### src/rtl/zap_wb_pkg.sv
// Shared types and constants for the writeback/commit stage: FSM states,
// exception kinds with their priority rule, and exception vector addresses.
package zap_wb_pkg;

    typedef enum logic [1:0] {
        WB_ACCEPT,
        WB_SECOND,
        WB_FLUSH
    } wb_state_t;

    typedef enum logic [2:0] {
        EXC_NONE,
        EXC_SWI,
        EXC_UND,
        EXC_PABT,
        EXC_IRQ,
        EXC_FIQ,
        EXC_DABT
    } exc_t;

    localparam logic [31:0] VEC_UND  = 32'h0000_0004;
    localparam logic [31:0] VEC_SWI  = 32'h0000_0008;
    localparam logic [31:0] VEC_PABT = 32'h0000_000C;
    localparam logic [31:0] VEC_DABT = 32'h0000_0010;
    localparam logic [31:0] VEC_IRQ  = 32'h0000_0018;
    localparam logic [31:0] VEC_FIQ  = 32'h0000_001C;

    // SVC mode with IRQ and FIQ masked.
    localparam logic [31:0] RESET_FLAGS = 32'h0000_01D3;

    function automatic exc_t exc_priority(input logic dabt, input logic fiq, input logic irq,
                                          input logic pabt, input logic und, input logic swi);
        if (dabt)      return EXC_DABT;
        else if (fiq)  return EXC_FIQ;
        else if (irq)  return EXC_IRQ;
        else if (pabt) return EXC_PABT;
        else if (und)  return EXC_UND;
        else if (swi)  return EXC_SWI;
        else           return EXC_NONE;
    endfunction

endpackage

### src/rtl/zap_writeback_commit_if.sv
// Memory-stage to commit-stage bundle: registered memory-stage results in,
// register-file write port, flush/redirect and exception signalling out.
interface zap_writeback_commit_if #(
    parameter int FLAG_WDT = 32,
    parameter int PHY_REGS = 46
);
    localparam int IDX_W = $clog2(PHY_REGS);

    logic                i_dav_ff;
    logic [31:0]         i_alu_result_ff;
    logic [FLAG_WDT-1:0] i_flags_ff;
    logic [IDX_W-1:0]    i_destination_index_ff;
    logic                i_mem_load_ff;
    logic [IDX_W-1:0]    i_mem_srcdest_index_ff;
    logic [31:0]         i_mem_rd_data;
    logic [31:0]         i_pc_plus_8_ff;
    logic                i_irq_ff;
    logic                i_fiq_ff;
    logic                i_swi_ff;
    logic                i_instr_abort_ff;
    logic                i_und_ff;
    logic [1:0]          i_mem_fault;

    logic                o_stall_from_wb;
    logic                o_wr_en;
    logic [IDX_W-1:0]    o_wr_index;
    logic [31:0]         o_wr_data;
    logic [FLAG_WDT-1:0] o_flags;
    logic                o_clear_from_writeback;
    logic [31:0]         o_pc_from_wb;
    logic                o_exc_valid;
    logic [31:0]         o_exc_return;
    logic [31:0]         o_retired;

    modport master (
        output i_dav_ff, i_alu_result_ff, i_flags_ff, i_destination_index_ff,
               i_mem_load_ff, i_mem_srcdest_index_ff, i_mem_rd_data, i_pc_plus_8_ff,
               i_irq_ff, i_fiq_ff, i_swi_ff, i_instr_abort_ff, i_und_ff, i_mem_fault,
        input  o_stall_from_wb, o_wr_en, o_wr_index, o_wr_data, o_flags,
               o_clear_from_writeback, o_pc_from_wb, o_exc_valid, o_exc_return, o_retired
    );

    modport slave (
        input  i_dav_ff, i_alu_result_ff, i_flags_ff, i_destination_index_ff,
               i_mem_load_ff, i_mem_srcdest_index_ff, i_mem_rd_data, i_pc_plus_8_ff,
               i_irq_ff, i_fiq_ff, i_swi_ff, i_instr_abort_ff, i_und_ff, i_mem_fault,
        output o_stall_from_wb, o_wr_en, o_wr_index, o_wr_data, o_flags,
               o_clear_from_writeback, o_pc_from_wb, o_exc_valid, o_exc_return, o_retired
    );

endinterface

### src/rtl/zap_wb_exc_prio.sv
// Combinational exception resolver: picks the winning exception and reports
// its vector and whether the banked return address is PC+8 or PC+4.
module zap_wb_exc_prio
    import zap_wb_pkg::*;
(
    input  logic        i_dabt,
    input  logic        i_fiq,
    input  logic        i_irq,
    input  logic        i_pabt,
    input  logic        i_und,
    input  logic        i_swi,
    output exc_t        o_exc,
    output logic [31:0] o_vector,
    output logic        o_ret_pc8
);

    always_comb begin
        o_exc     = exc_priority(i_dabt, i_fiq, i_irq, i_pabt, i_und, i_swi);
        o_vector  = '0;
        o_ret_pc8 = 1'b0;
        case (o_exc)
            EXC_DABT: begin o_vector = VEC_DABT; o_ret_pc8 = 1'b1; end
            EXC_FIQ:  o_vector = VEC_FIQ;
            EXC_IRQ:  o_vector = VEC_IRQ;
            EXC_PABT: o_vector = VEC_PABT;
            EXC_UND:  o_vector = VEC_UND;
            EXC_SWI:  o_vector = VEC_SWI;
            default:  ;
        endcase
    end

endmodule

### src/rtl/zap_writeback_commit.sv
// Commit stage: serialises up to two register writes onto one write port and
// turns exceptions and PC writes into a one-cycle flush plus redirect.
module zap_writeback_commit
    import zap_wb_pkg::*;
#(
    parameter int FLAG_WDT = 32,
    parameter int PHY_REGS = 46,
    parameter int RAZ_IDX  = PHY_REGS - 1,
    parameter int PC_IDX   = 15
) (
    input logic                   i_clk,
    input logic                   i_reset,
    zap_writeback_commit_if.slave wb
);

    localparam int IDX_W = $clog2(PHY_REGS);
    localparam logic [IDX_W-1:0] RAZ = IDX_W'(RAZ_IDX);
    localparam logic [IDX_W-1:0] PCI = IDX_W'(PC_IDX);

    wb_state_t state_q, state_d;

    logic                wr_en_q, wr_en_d;
    logic [IDX_W-1:0]    wr_index_q, wr_index_d;
    logic [31:0]         wr_data_q, wr_data_d;
    logic [FLAG_WDT-1:0] flags_q, flags_d;
    logic                clear_q, clear_d;
    logic [31:0]         pc_q, pc_d;
    logic                exc_valid_q, exc_valid_d;
    logic [31:0]         exc_ret_q, exc_ret_d;
    logic [31:0]         retired_q, retired_d;

    logic [IDX_W-1:0]    ld_idx_q;
    logic [31:0]         ld_data_q;
    logic [FLAG_WDT-1:0] ld_flags_q;
    logic                alu_pc_q;
    logic [31:0]         alu_pc_data_q;

    exc_t        exc;
    logic [31:0] exc_vector;
    logic        exc_ret_pc8;

    logic             take, exc_take, two_writes, single_en, single_pc;
    logic [IDX_W-1:0] single_idx;
    logic [31:0]      single_data;

    zap_wb_exc_prio u_exc_prio (
        .i_dabt    (|wb.i_mem_fault),
        .i_fiq     (wb.i_fiq_ff),
        .i_irq     (wb.i_irq_ff),
        .i_pabt    (wb.i_instr_abort_ff),
        .i_und     (wb.i_und_ff),
        .i_swi     (wb.i_swi_ff),
        .o_exc     (exc),
        .o_vector  (exc_vector),
        .o_ret_pc8 (exc_ret_pc8)
    );

    // When both targets are distinct and live, the ALU write goes first and the load follows in SECOND.
    always_comb begin
        take       = (state_q == WB_ACCEPT) && wb.i_dav_ff;
        exc_take   = take && (exc != EXC_NONE);
        two_writes = take && !exc_take && wb.i_mem_load_ff &&
                     (wb.i_destination_index_ff != RAZ) &&
                     (wb.i_mem_srcdest_index_ff != RAZ) &&
                     (wb.i_destination_index_ff != wb.i_mem_srcdest_index_ff);
        if (wb.i_mem_load_ff && (wb.i_mem_srcdest_index_ff != RAZ)) begin
            single_en   = 1'b1;
            single_idx  = wb.i_mem_srcdest_index_ff;
            single_data = wb.i_mem_rd_data;
        end else begin
            single_en   = (wb.i_destination_index_ff != RAZ);
            single_idx  = wb.i_destination_index_ff;
            single_data = wb.i_alu_result_ff;
        end
        single_pc = single_en && (single_idx == PCI);
    end

    assign wb.o_stall_from_wb = two_writes;

    always_ff @(posedge i_clk or posedge i_reset) begin
        if (i_reset) state_q <= WB_ACCEPT;
        else         state_q <= state_d;
    end

    always_comb begin
        state_d = state_q;
        case (state_q)
            WB_ACCEPT: begin
                if (exc_take)                state_d = WB_FLUSH;
                else if (two_writes)         state_d = WB_SECOND;
                else if (take && single_pc)  state_d = WB_FLUSH;
                else                         state_d = WB_ACCEPT;
            end
            WB_SECOND: state_d = ((ld_idx_q == PCI) || alu_pc_q) ? WB_FLUSH : WB_ACCEPT;
            WB_FLUSH:  state_d = WB_ACCEPT;
            default:   state_d = WB_ACCEPT;
        endcase
    end

    // An ALU write to the PC in a two-write instruction defers its redirect to
    // SECOND so the load is not lost; a load into the PC, being later, wins.
    always_comb begin
        wr_en_d     = 1'b0;
        wr_index_d  = wr_index_q;
        wr_data_d   = wr_data_q;
        flags_d     = flags_q;
        clear_d     = 1'b0;
        pc_d        = pc_q;
        exc_valid_d = 1'b0;
        exc_ret_d   = exc_ret_q;
        retired_d   = retired_q;
        case (state_q)
            WB_ACCEPT: begin
                if (exc_take) begin
                    exc_valid_d = 1'b1;
                    clear_d     = 1'b1;
                    pc_d        = exc_vector;
                    exc_ret_d   = exc_ret_pc8 ? wb.i_pc_plus_8_ff : wb.i_pc_plus_8_ff - 32'd4;
                end else if (two_writes) begin
                    wr_en_d    = 1'b1;
                    wr_index_d = wb.i_destination_index_ff;
                    wr_data_d  = wb.i_alu_result_ff;
                end else if (take) begin
                    wr_en_d    = single_en;
                    wr_index_d = single_idx;
                    wr_data_d  = single_data;
                    flags_d    = wb.i_flags_ff;
                    retired_d  = retired_q + 32'd1;
                    if (single_pc) begin
                        clear_d = 1'b1;
                        pc_d    = single_data;
                    end
                end
            end
            WB_SECOND: begin
                wr_en_d    = 1'b1;
                wr_index_d = ld_idx_q;
                wr_data_d  = ld_data_q;
                flags_d    = ld_flags_q;
                retired_d  = retired_q + 32'd1;
                if (ld_idx_q == PCI) begin
                    clear_d = 1'b1;
                    pc_d    = ld_data_q;
                end else if (alu_pc_q) begin
                    clear_d = 1'b1;
                    pc_d    = alu_pc_data_q;
                end
            end
            default: ;
        endcase
    end

    always_ff @(posedge i_clk or posedge i_reset) begin
        if (i_reset) begin
            wr_en_q       <= 1'b0;
            wr_index_q    <= '0;
            wr_data_q     <= '0;
            flags_q       <= FLAG_WDT'(RESET_FLAGS);
            clear_q       <= 1'b0;
            pc_q          <= '0;
            exc_valid_q   <= 1'b0;
            exc_ret_q     <= '0;
            retired_q     <= '0;
            ld_idx_q      <= '0;
            ld_data_q     <= '0;
            ld_flags_q    <= '0;
            alu_pc_q      <= 1'b0;
            alu_pc_data_q <= '0;
        end else begin
            wr_en_q     <= wr_en_d;
            wr_index_q  <= wr_index_d;
            wr_data_q   <= wr_data_d;
            flags_q     <= flags_d;
            clear_q     <= clear_d;
            pc_q        <= pc_d;
            exc_valid_q <= exc_valid_d;
            exc_ret_q   <= exc_ret_d;
            retired_q   <= retired_d;
            if (two_writes) begin
                ld_idx_q      <= wb.i_mem_srcdest_index_ff;
                ld_data_q     <= wb.i_mem_rd_data;
                ld_flags_q    <= wb.i_flags_ff;
                alu_pc_q      <= (wb.i_destination_index_ff == PCI);
                alu_pc_data_q <= wb.i_alu_result_ff;
            end
        end
    end

    assign wb.o_wr_en                = wr_en_q;
    assign wb.o_wr_index             = wr_index_q;
    assign wb.o_wr_data              = wr_data_q;
    assign wb.o_flags                = flags_q;
    assign wb.o_clear_from_writeback = clear_q;
    assign wb.o_pc_from_wb           = pc_q;
    assign wb.o_exc_valid            = exc_valid_q;
    assign wb.o_exc_return           = exc_ret_q;
    assign wb.o_retired              = retired_q;

    a_no_dav_in_second: assert property (@(posedge i_clk) disable iff (i_reset)
        (state_q == WB_SECOND) |-> !wb.i_dav_ff);
    a_clear_single_cycle: assert property (@(posedge i_clk) disable iff (i_reset)
        clear_q |=> !clear_q);

endmodule

### src/flat_wrapper.sv
// flat-port wrapper written by rule: the top's interface ports become plain ports
module zap_writeback_commit_flat import zap_wb_pkg::*;
#(
    parameter int FLAG_WDT = 32,
    parameter int PHY_REGS = 46,
    parameter int RAZ_IDX  = PHY_REGS - 1,
    parameter int PC_IDX   = 15
)
  (i_clk, i_reset, wb_i_dav_ff, wb_i_alu_result_ff, wb_i_flags_ff, wb_i_destination_index_ff, wb_i_mem_load_ff, wb_i_mem_srcdest_index_ff, wb_i_mem_rd_data, wb_i_pc_plus_8_ff, wb_i_irq_ff, wb_i_fiq_ff, wb_i_swi_ff, wb_i_instr_abort_ff, wb_i_und_ff, wb_i_mem_fault, wb_o_stall_from_wb, wb_o_wr_en, wb_o_wr_index, wb_o_wr_data, wb_o_flags, wb_o_clear_from_writeback, wb_o_pc_from_wb, wb_o_exc_valid, wb_o_exc_return, wb_o_retired);
  zap_writeback_commit_if #(.FLAG_WDT(FLAG_WDT), .PHY_REGS(PHY_REGS)) wb_i ();
  input logic i_clk;
  input logic i_reset;
  input wire logic [$bits(wb_i.i_dav_ff)-1:0] wb_i_dav_ff;
  input wire logic [$bits(wb_i.i_alu_result_ff)-1:0] wb_i_alu_result_ff;
  input wire logic [$bits(wb_i.i_flags_ff)-1:0] wb_i_flags_ff;
  input wire logic [$bits(wb_i.i_destination_index_ff)-1:0] wb_i_destination_index_ff;
  input wire logic [$bits(wb_i.i_mem_load_ff)-1:0] wb_i_mem_load_ff;
  input wire logic [$bits(wb_i.i_mem_srcdest_index_ff)-1:0] wb_i_mem_srcdest_index_ff;
  input wire logic [$bits(wb_i.i_mem_rd_data)-1:0] wb_i_mem_rd_data;
  input wire logic [$bits(wb_i.i_pc_plus_8_ff)-1:0] wb_i_pc_plus_8_ff;
  input wire logic [$bits(wb_i.i_irq_ff)-1:0] wb_i_irq_ff;
  input wire logic [$bits(wb_i.i_fiq_ff)-1:0] wb_i_fiq_ff;
  input wire logic [$bits(wb_i.i_swi_ff)-1:0] wb_i_swi_ff;
  input wire logic [$bits(wb_i.i_instr_abort_ff)-1:0] wb_i_instr_abort_ff;
  input wire logic [$bits(wb_i.i_und_ff)-1:0] wb_i_und_ff;
  input wire logic [$bits(wb_i.i_mem_fault)-1:0] wb_i_mem_fault;
  output wire logic [$bits(wb_i.o_stall_from_wb)-1:0] wb_o_stall_from_wb;
  output wire logic [$bits(wb_i.o_wr_en)-1:0] wb_o_wr_en;
  output wire logic [$bits(wb_i.o_wr_index)-1:0] wb_o_wr_index;
  output wire logic [$bits(wb_i.o_wr_data)-1:0] wb_o_wr_data;
  output wire logic [$bits(wb_i.o_flags)-1:0] wb_o_flags;
  output wire logic [$bits(wb_i.o_clear_from_writeback)-1:0] wb_o_clear_from_writeback;
  output wire logic [$bits(wb_i.o_pc_from_wb)-1:0] wb_o_pc_from_wb;
  output wire logic [$bits(wb_i.o_exc_valid)-1:0] wb_o_exc_valid;
  output wire logic [$bits(wb_i.o_exc_return)-1:0] wb_o_exc_return;
  output wire logic [$bits(wb_i.o_retired)-1:0] wb_o_retired;
  assign wb_i.i_dav_ff = wb_i_dav_ff;
  assign wb_i.i_alu_result_ff = wb_i_alu_result_ff;
  assign wb_i.i_flags_ff = wb_i_flags_ff;
  assign wb_i.i_destination_index_ff = wb_i_destination_index_ff;
  assign wb_i.i_mem_load_ff = wb_i_mem_load_ff;
  assign wb_i.i_mem_srcdest_index_ff = wb_i_mem_srcdest_index_ff;
  assign wb_i.i_mem_rd_data = wb_i_mem_rd_data;
  assign wb_i.i_pc_plus_8_ff = wb_i_pc_plus_8_ff;
  assign wb_i.i_irq_ff = wb_i_irq_ff;
  assign wb_i.i_fiq_ff = wb_i_fiq_ff;
  assign wb_i.i_swi_ff = wb_i_swi_ff;
  assign wb_i.i_instr_abort_ff = wb_i_instr_abort_ff;
  assign wb_i.i_und_ff = wb_i_und_ff;
  assign wb_i.i_mem_fault = wb_i_mem_fault;
  assign wb_o_stall_from_wb = wb_i.o_stall_from_wb;
  assign wb_o_wr_en = wb_i.o_wr_en;
  assign wb_o_wr_index = wb_i.o_wr_index;
  assign wb_o_wr_data = wb_i.o_wr_data;
  assign wb_o_flags = wb_i.o_flags;
  assign wb_o_clear_from_writeback = wb_i.o_clear_from_writeback;
  assign wb_o_pc_from_wb = wb_i.o_pc_from_wb;
  assign wb_o_exc_valid = wb_i.o_exc_valid;
  assign wb_o_exc_return = wb_i.o_exc_return;
  assign wb_o_retired = wb_i.o_retired;
  zap_writeback_commit #(.FLAG_WDT(FLAG_WDT), .PHY_REGS(PHY_REGS), .RAZ_IDX(RAZ_IDX), .PC_IDX(PC_IDX)) u_core (.i_clk(i_clk), .i_reset(i_reset), .wb(wb_i));
endmodule
### config.mk
export PLATFORM = sky130hd
export DESIGN_NAME = zap_writeback_commit_flat
export DESIGN_NICKNAME = d
export VERILOG_FILES = /design/src/rtl/zap_wb_pkg.sv /design/src/rtl/zap_writeback_commit_if.sv /design/src/rtl/zap_wb_exc_prio.sv /design/src/rtl/zap_writeback_commit.sv /design/src/flat_wrapper.sv
export SDC_FILE = /design/constraint.sdc
export NUM_CORES = 1
export LEC_CHECK = 0
export ABC_AREA = 1
export BUFFER_PORTS_ARGS = -buffer_cell sky130_fd_sc_hd__buf_2
export CAP_MARGIN = 0
export CORE_ASPECT_RATIO = 0.9
export CORE_MARGIN = 2
export CORE_UTILIZATION = 40
export DETAILED_ROUTE_END_ITERATION = 10
export GPL_TIMING_DRIVEN = 1
export PLACE_DENSITY = 0.64
export SLEW_MARGIN = 20
export SYNTH_ARGS = -nofsm -noshare
export SYNTH_HDL_FRONTEND = slang
export SYNTH_SLANG_ARGS = --single-unit
### constraint.sdc
create_clock -name i_clk -period 9.9 [get_ports i_clk]
set_clock_uncertainty 0.15 [all_clocks]
set_input_delay 1.485 -clock i_clk [delete_from_list [all_inputs] [get_ports i_clk]]
set_output_delay 1.485 -clock i_clk [all_outputs]
set_load 0.01 [all_outputs]
# == After elaboration in Yosys (flattened, before gate mapping) ==
# Index checks and enable logic that the tools add are counted.
# totals
register_bits,274
latch_bits,0
mem_bits_rw,0
mem_bits_ro,0
output_inout_bits,170
word_cells,111
memories,0
# op_classes
add_sub_neg,2
n_mul,0
div,0
magnitude_cmp,0
eq_ne,21
shift,0
mux,53
n_bitwise,0
n_reduce_logical,20
# op_table
op,n
32-bit two-way mux,17
32-bit one-hot mux with 2 select lines,4
32-bit by 1-bit adder with 32-bit output (second input constant),1
32-bit by 3-bit subtractor with 32-bit output (second input constant),1
5-bit one-hot mux with 6 select lines,1
6-bit two-way mux,4
6-bit by 4-bit equality test with 1-bit output (second input constant),3
1-bit two-way mux,14
2-bit two-way mux,6
6-bit inequality test (second input constant),2
6-bit one-hot mux with 2 select lines,1
1-bit logical AND,10
3-bit equality test (second input constant),3
3-bit two-way mux,3
3-bit by 1-bit inequality test with 1-bit output (second input constant),3
3-bit by 2-bit equality test with 1-bit output (second input constant),2
3-bit by 2-bit inequality test with 1-bit output (second input constant),2
6-bit inequality test,1
5-bit AND reduction,1
2-bit inequality test (second input constant),2
1-bit one-hot mux with 2 select lines,2
2-bit one-hot mux with 2 select lines,1
4-bit AND reduction,1
3-bit by 1-bit equality test with 1-bit output (second input constant),1
10 further kinds,10

# == Longest topological paths before layout ==
# Gate-level depths: netlist (run 1).
# logic_depth
depth_word,17
mapped_depth,14
mapped_depth_nobuf,13

# == Cells and area by module ==
# A second synthesis (run 1) with hierarchy kept.
# hier_totals
cells_unflattened,1937
hier_area_um2,14686.6
# by_module_without_submodules
mod,n_inst,cells_each,area_each_um2
zap_writeback_commit,1,1888,14378.8
zap_wb_exc_prio,1,49,307.8

# == Worst setup path before layout (run 1) ==
# No wires, ideal clock.
# synth_path
path_type,input -> output
start,input port wb_i_mem_fault[1]
end,output port wb_o_stall_from_wb
t_arrival_ns,2.425
required_ns,8.265
slack_ns,5.840
stages,8
n_path_buf,1
path_cell_list,nor2_4 -> nand2_1 -> nor2_2 -> nand2_2 -> inv_2 -> nand3_4 -> inv_2 -> buf_2
# synth_via
elab_chain_len,10
# synth_lines
element,line_no,source
"start, declared",flat_wrapper.sv:26,input wire logic [$bits(wb_i.i_mem_fault)-1:0] wb_i_mem_fault;
2-bit OR reduction,zap_writeback_commit.sv:47,".i_dabt (|wb.i_mem_fault),"
3-bit two-way mux,zap_wb_pkg.sv:33,if (dabt) return EXC_DABT;
3-bit nonzero test,zap_writeback_commit.sv:61,exc_take = take && (exc != EXC_NONE);
1-bit logical AND,zap_writeback_commit.sv:61,
1-bit logical NOT,zap_writeback_commit.sv:62,two_writes = take && !exc_take && wb.i_mem_load_ff &&
1-bit logical AND (3 in series),zap_writeback_commit.sv:62,
1-bit logical AND,zap_writeback_commit.sv:63,(wb.i_destination_index_ff != RAZ) &&
1-bit logical AND,zap_writeback_commit.sv:64,(wb.i_mem_srcdest_index_ff != RAZ) &&
"end, declared",flat_wrapper.sv:27,output wire logic [$bits(wb_i.o_stall_from_wb)-1:0] wb_o_stall_from_wb;
# Every way passes these cells.

# == Worst setup path in the final report (run 1) ==
# layout_path
start,input port wb_i_mem_srcdest_index_ff[5]
end,output port wb_o_stall_from_wb
# layout_via
elab_chain_len,3
# layout_lines
element,line_no,source
"start, declared",flat_wrapper.sv:18,input wire logic [$bits(wb_i.i_mem_srcdest_index_ff)-1:0] wb_i_mem_srcdest_index_ff;
6-bit inequality test,zap_writeback_commit.sv:64,
1-bit logical AND,zap_writeback_commit.sv:63,
1-bit logical AND (*),zap_writeback_commit.sv:64,
# Every way passes the cells marked *; elsewhere a longest branch is shown, timed or not.

==> metrics, run 1 <==
PD cells 177 nW/um2; Core Region 35100 um2; fin crit period 6870 ps; most common cell after layout, fill and taps aside nand2_1; synth warn 0; DRT Pass-1 Iters 5; global-route wire length before repair 72300 um; via count 13700; syn avg cell area 7.45 um2; EDFF count, synth 0; total CTS buffers 31; WP data arrival 5240 ps; clock latency on the worst-skew pair 570 ps; Netlist cell types 38; Post-CTS Repair Setup Buffers 0; Worst path max stage delay 960 ps; Final Max Tran Viols 0; CP Capture Type output port; RSZ-0062 raised after global routing false; final std cells w/o fill 2674; Clock Sink Count 273; DR WL/cell 17.3 um; Ports 321; Critical Path RT 8270 ps; Fin Setup TNS 0 ps; final setup violation count 0; Clock power frac 0.374; die width 203 um; Post-CTS Resized 0; share of layout cells above drive strength 1 0.192; clock root cell clkbuf_16; Logic pwr share 0.182; sw power 0.919 mW; Final Total Pwr 3.01 mW; P&R area growth vs syn 19.2%; CP max FO 80; CP Class in -> out; CP max stage cell inv_2; antenna viol nets, final 0; number of global-route vias before repair 12800; final-report hold violation count 0; Mapped Cells 1919; commonest cells after routing, fill and taps aside 605 x nand2_1, 320 x buf_2, 267 x dfrtp_1, 234 x o21ai_0, 160 x inv_1; pre-CTS setup slack 3070 ps; Slew @ Worst Pin 1150 ps; DRC viols 0; CTS clk-pin slew, worst paths 60 ps; critical path launch point type primary input; Die H 183 um; Placed Cells 2611; Max Root-Sink Buffers 3; final wirelength 46100 um; fmax 145 MHz; worst setup margin 3030 ps; Leakage 9.23 nW; first-iteration detailed-routing DRC count 1124; run status complete, no violations; synthesis-stage register bit count 273; Synth Flop Type dfrtp_1; max-cap violations 0; GRT Overall Usage 0.244; pin count of the biggest net entering global routing 174; worst-path cell chain buf_2, inv_2, nor2_2, nand3_4, nand2_4, nor2_4, nand3_4, inv_2, buf_2; Sw Share 0.305; routed vias/inst 5.11; mapped cell area 14300 um2; Post-synth ARST share 1.00; sequential share of the synthesized area 0.478; initial core utilization 0.407; syn_nets 2072; initial antenna violation count 11; IO buf count 320; TritonCTS clock tree built; Final GP Congestion 0.892; Detail Placement HPWL 31500 um; P_int 2.09 mW; CTS Hold Buffers Added 0; grt ovf 0; IR Drop Worst-Case VDD 0.131 mV; site row count 65; die area 37300 um2; fin crit share 0.694; nets 2328; Sequential Power Share 0.444; Hold Path Class reg -> reg; CTS H-tree lvls 1; Slew headroom 0.231
## cells in the mapped netlist, drive strengths merged (8+ instances only)
library cell | n | area [um2]
a21oi | 87 | 435
buf | 61 | 358
clkbuf | 43 | 161
dfrtp | 267 | 6680
inv | 176 | 661
nand2 | 612 | 2320
nand3 | 118 | 626
nand4 | 38 | 238
nor2 | 148 | 619
nor3 | 27 | 135
o21ai | 270 | 1360
xnor2 | 8 | 70.1
xor2 | 41 | 359
## critical path, delay by kind of cell
kind,cells,cell delay [ps]
buffers and inverters,4,1450
and+or+nand+nor,5,2230
## path summary, 6_finish.rpt
path	start	endpoint	slack [ps]	cells past startpoint
hold / removal	u_core.wb.o_flags[7]	u_core.wb.o_flags[7]	320	2
min in group asynchronous	i_reset	u_core.ld_flags_q[28]	870	2
setup / recovery	wb_i_mem_srcdest_index_ff[5]	wb_o_stall_from_wb	3030	9
max in group asynchronous	i_reset	u_core.wb.o_pc_from_wb[18]	7180	3
setup reg to reg	u_core.wb.o_clear_from_writeback	u_core.wb.o_flags[27]	5590	9
hold reg to reg	u_core.wb.o_flags[7]	u_core.wb.o_flags[7]	320	2
## metal layers
| layer | up-vias | track usage | part of all wire |
|---|---|---|---|
| met2 | 497 | 0.364 | 0.43 |
| met5 | - | 0 | 0.0016 |
| li1 | 6680 | - | - |
| met4 | 12 | 0.0683 | 0.027 |
| met3 | 83 | 0.0601 | 0.082 |
| met1 | 6405 | 0.352 | 0.46 |
## sequential cells by signal, summed over array words and instances (netlist names)
signal                            count
u_core.wb.o_retired                  32
u_core.wb.o_clear_from_writeback      1
u_core.ld_idx_q                       6
u_core.wb.o_exc_valid                 1
u_core.wb.o_exc_return               32
u_core.wb.o_wr_index                  6
u_core.wb.o_wr_data                  32
u_core.alu_pc_data_q                 32
u_core.ld_flags_q                    32
u_core.wb.o_pc_from_wb               32
u_core.alu_pc_q                       1
u_core.wb.o_flags                    32
u_core.ld_data_q                     32
u_core.state_q                        1
u_core.wb.o_wr_en                     1
## layout make-up
type / instances / area, um2
inverters: 176 / 671
fillers: 3587 / 18100
well taps: 469 / 587
diodes: 5 / 12.5
clock buffers: 43 / 841
clock inverters: 15 / 135
multi-input cells: 1366 / 6290
repair buffers: 327 / 1670
flip-flops and latches: 273 / 6840
## cells by family after synthesis
family                     share of synthesized area
xor gates and xnor gates                      0.0300
AOI/OAI and AO/OA                              0.129
adders and majority gates                    0.00175
DFF                                            0.478
buffers and inverters                         0.0825
and+or+nand+nor                                0.279
## through the flow
stage               hold WS, ps  area (um2)   util
floorplan                   292       14300      -
global placement            306       16100  0.457
detailed placement          311       16100  0.457
CTS                         325       17000  0.485
global route                341       17000  0.485
finish                      324       17000  0.485
## power groups by stage
stage          Clock, mW  Sequential [mW]  Combinational, mW
3_5_place_dp           0             1.35              0.550
3_3_place_gp           0             1.35              0.544
2_1_floorplan          0             1.39              0.257
4_1_cts             1.15             1.34              0.552
5_1_grt             1.20             1.35              0.617
6_report            1.13             1.34              0.548
No activity file was read; power rests on OpenSTA's default activity.
==> run 2, diff against run 1 <==
- ABC_AREA: 1 -> 0
- PLACE_DENSITY: 0.64 -> 0.65
- clock period: 9.9 -> 6.75 ns (I/O delays scaled with it)
==> run 2 against run 1 <==
Against the previous run: final area is 6.5% lower; critical path type unchanged; synthesized area down 9.5%; largest cell class unchanged; critical endpoint unchanged; worst hold slack got worse by 2.3 ps; global-route usage fell by 2.8 points.
==> metrics, run 2 <==
Die H 175 um; Post-synth ARST share 1.00; first-iteration detailed-routing DRC count 533; Hold Startpoint u_core.wb.o_retired[31]; WP data arrival 2910 ps; max-cap violations 0; Synth Flop Type dfrtp_1; DR WL/cell 20.4 um; die area 33800 um2; commonest cells after routing, fill and taps aside 320 x buf_2, 267 x dfrtp_1, 105 x mux2_1, 91 x mux2i_1, 77 x o21ai_0; CTS clk-pin slew, worst paths 60 ps; initial antenna violation count 10; routed vias/inst 5.60; global-route wire length before repair 58800 um; total CTS buffers 31; Reg2Reg Setup Slack 3330 ps; synth warn 0; hold endpoint u_core.wb.o_retired[31]; pin count of the biggest net entering global routing 131; Max Root-Sink Buffers 3; PD cells 259 nW/um2; EDFF count, synth 0; CTS Hold Buffers Added 0; met1 Use GR 0.303; GRT Overall Usage 0.215; Hold WS 321 ps; final wirelength 37200 um; syn avg cell area 11.9 um2; top cells by count, synth 267 x dfrtp_1, 105 x mux2_1, 91 x mux2i_1, 77 x o21ai_0, 51 x nor2_1; RR Startpoint u_core.state_q[0]; clock latency on the worst-skew pair 560 ps; Post-CTS Repair Setup Buffers 0; critical path launch point type primary input; Slew headroom 0.247; DRC viols 0; top post-synthesis cells by area dfrtp_1 52%, mux2_1 9.1%, mux2i_1 7.0%; CP Class in -> out; Clock Sink Count 273; Mapped Cells 1088; die width 194 um; number of global-route vias before repair 10300; nets 1534; Worst R2R Path Depth 5; worst setup margin 2680 ps; via count 10200; leading area contributor after synthesis dfrtp_1; synthesis-stage register bit count 273; CP max FO 6; Detail Placement HPWL 24500 um; Hold Path Class reg -> reg; fin crit share 0.603; Core Region 31900 um2; TritonCTS clock tree built; DRT Pass-1 Iters 5; Min-Delay Path Depth 1; fmax 246 MHz; final-report hold violation count 0; P&R area growth vs syn 23.1%; top cell type's share of synthesized area 0.516; IO buf count 320; share of layout cells above drive strength 1 0.311; CP Capture Type output port; GRT Max-Usage Layer met2; Leakage 7.76 nW; most common cell after layout, fill and taps aside buf_2; antenna viol nets, final 0; Slew @ Worst Pin 1120 ps; Final Max Tran Viols 0; final setup violation count 0; top-count cell post-synth dfrtp_1; fin crit period 4070 ps; Critical Path RT 5590 ps; site row count 62; mapped cell area 12900 um2; IR Drop Worst-Case VDD 0.186 mV; Fin Setup TNS 0 ps; Netlist cell types 59; pre-CTS setup slack 2240 ps; sequential share of the synthesized area 0.528; grt met3 use 0.0600; grt ovf 0; worst flop-to-flop path endpoint u_core.wb.o_pc_from_wb[13]; Ports 321; RSZ-0062 raised after global routing false; Post-CTS Resized 0; initial core utilization 0.406; met2 Track Usage GR 0.328; Final GP Congestion 0.899; syn_nets 1241; Fill cells 2870; CTS H-tree lvls 1; clock root cell clkbuf_16; run status complete, no violations
## run 2: changes by cell type in the layout (fill, tap and decap cells not counted), sizes merged, moves of 33 or more
cell | previous run | this run
inv | 177 | 14
nand2 | 612 | 27
mux2 | 0 | 133
a22o | 0 | 33
mux2i | 0 | 91
a221o | 0 | 33
o21ai | 270 | 78
nand3 | 118 | 19
a21oi | 87 | 37
nor2 | 148 | 51
## run 2: worst max path at each step
stage | start | to | slack (ps) | cells past startpoint
global placement | wb_i_swi_ff | u_core.wb.o_retired[27] | 2280 | 7
CTS | wb_i_swi_ff | wb_o_stall_from_wb | 2300 | 5
global route | wb_i_irq_ff | wb_o_stall_from_wb | 2580 | 5
floorplan | i_reset | u_core.alu_pc_data_q[0] | 1980 | 1
detailed placement | wb_i_swi_ff | u_core.alu_pc_data_q[20] | 2240 | 6
finish | wb_i_swi_ff | wb_o_stall_from_wb | 2680 | 5
## run 2: routing by layer
metal	up-vias	share of wire
met1	5161	0.45
met5	-	0.00081
met3	58	0.087
li1	4632	-
met4	4	0.024
met2	365	0.44
## run 2: cells by family after synthesis
group	count (synthesis)	synth area share
flops	273	0.528
fa+ha+maj	2	0.00193
buf+inv	91	0.0322
simple gates	200	0.0850
xor+xnor	63	0.0426
mux	224	0.186
compound gates	235	0.124
## run 2: stage by stage
step           power [mW]  std cells   util  instance area (um2)
2_1_floorplan        2.22       1088      -                13000
3_3_place_gp         2.51       1763  0.468                14900
3_5_place_dp         2.52       1764  0.468                14900
4_1_cts              4.17       1819  0.499                15900
5_1_grt              4.31       1822  0.499                15900
6_report             4.12       1826  0.500                15900
## run 2: layout make-up
class	instances	area, um2	area share
Clock inverter	9	76.3	0.00479
Tap cell	416	520	0.0327
Inverter	15	60.1	0.00377
Antenna cell	7	17.5	0.00110
Clock buffer	46	902	0.0566
Sequential cell	273	6840	0.429
Timing Repair Buffer	336	1750	0.110
Multi-Input combinational cell	724	5760	0.362
## run 2: where the power goes
group          total, mW  switching (mW)  internal, mW
Combinational      0.604           0.340         0.263
Sequential          1.89          0.0869          1.80
Clock               1.63           0.677         0.954
Total               4.12            1.10          3.02
## run 2: critical path, stage by stage
cell and delay, ps:
buf_2 110, nor3_2 590, nand3_2 320, a2111oi_4 570, buf_2 280
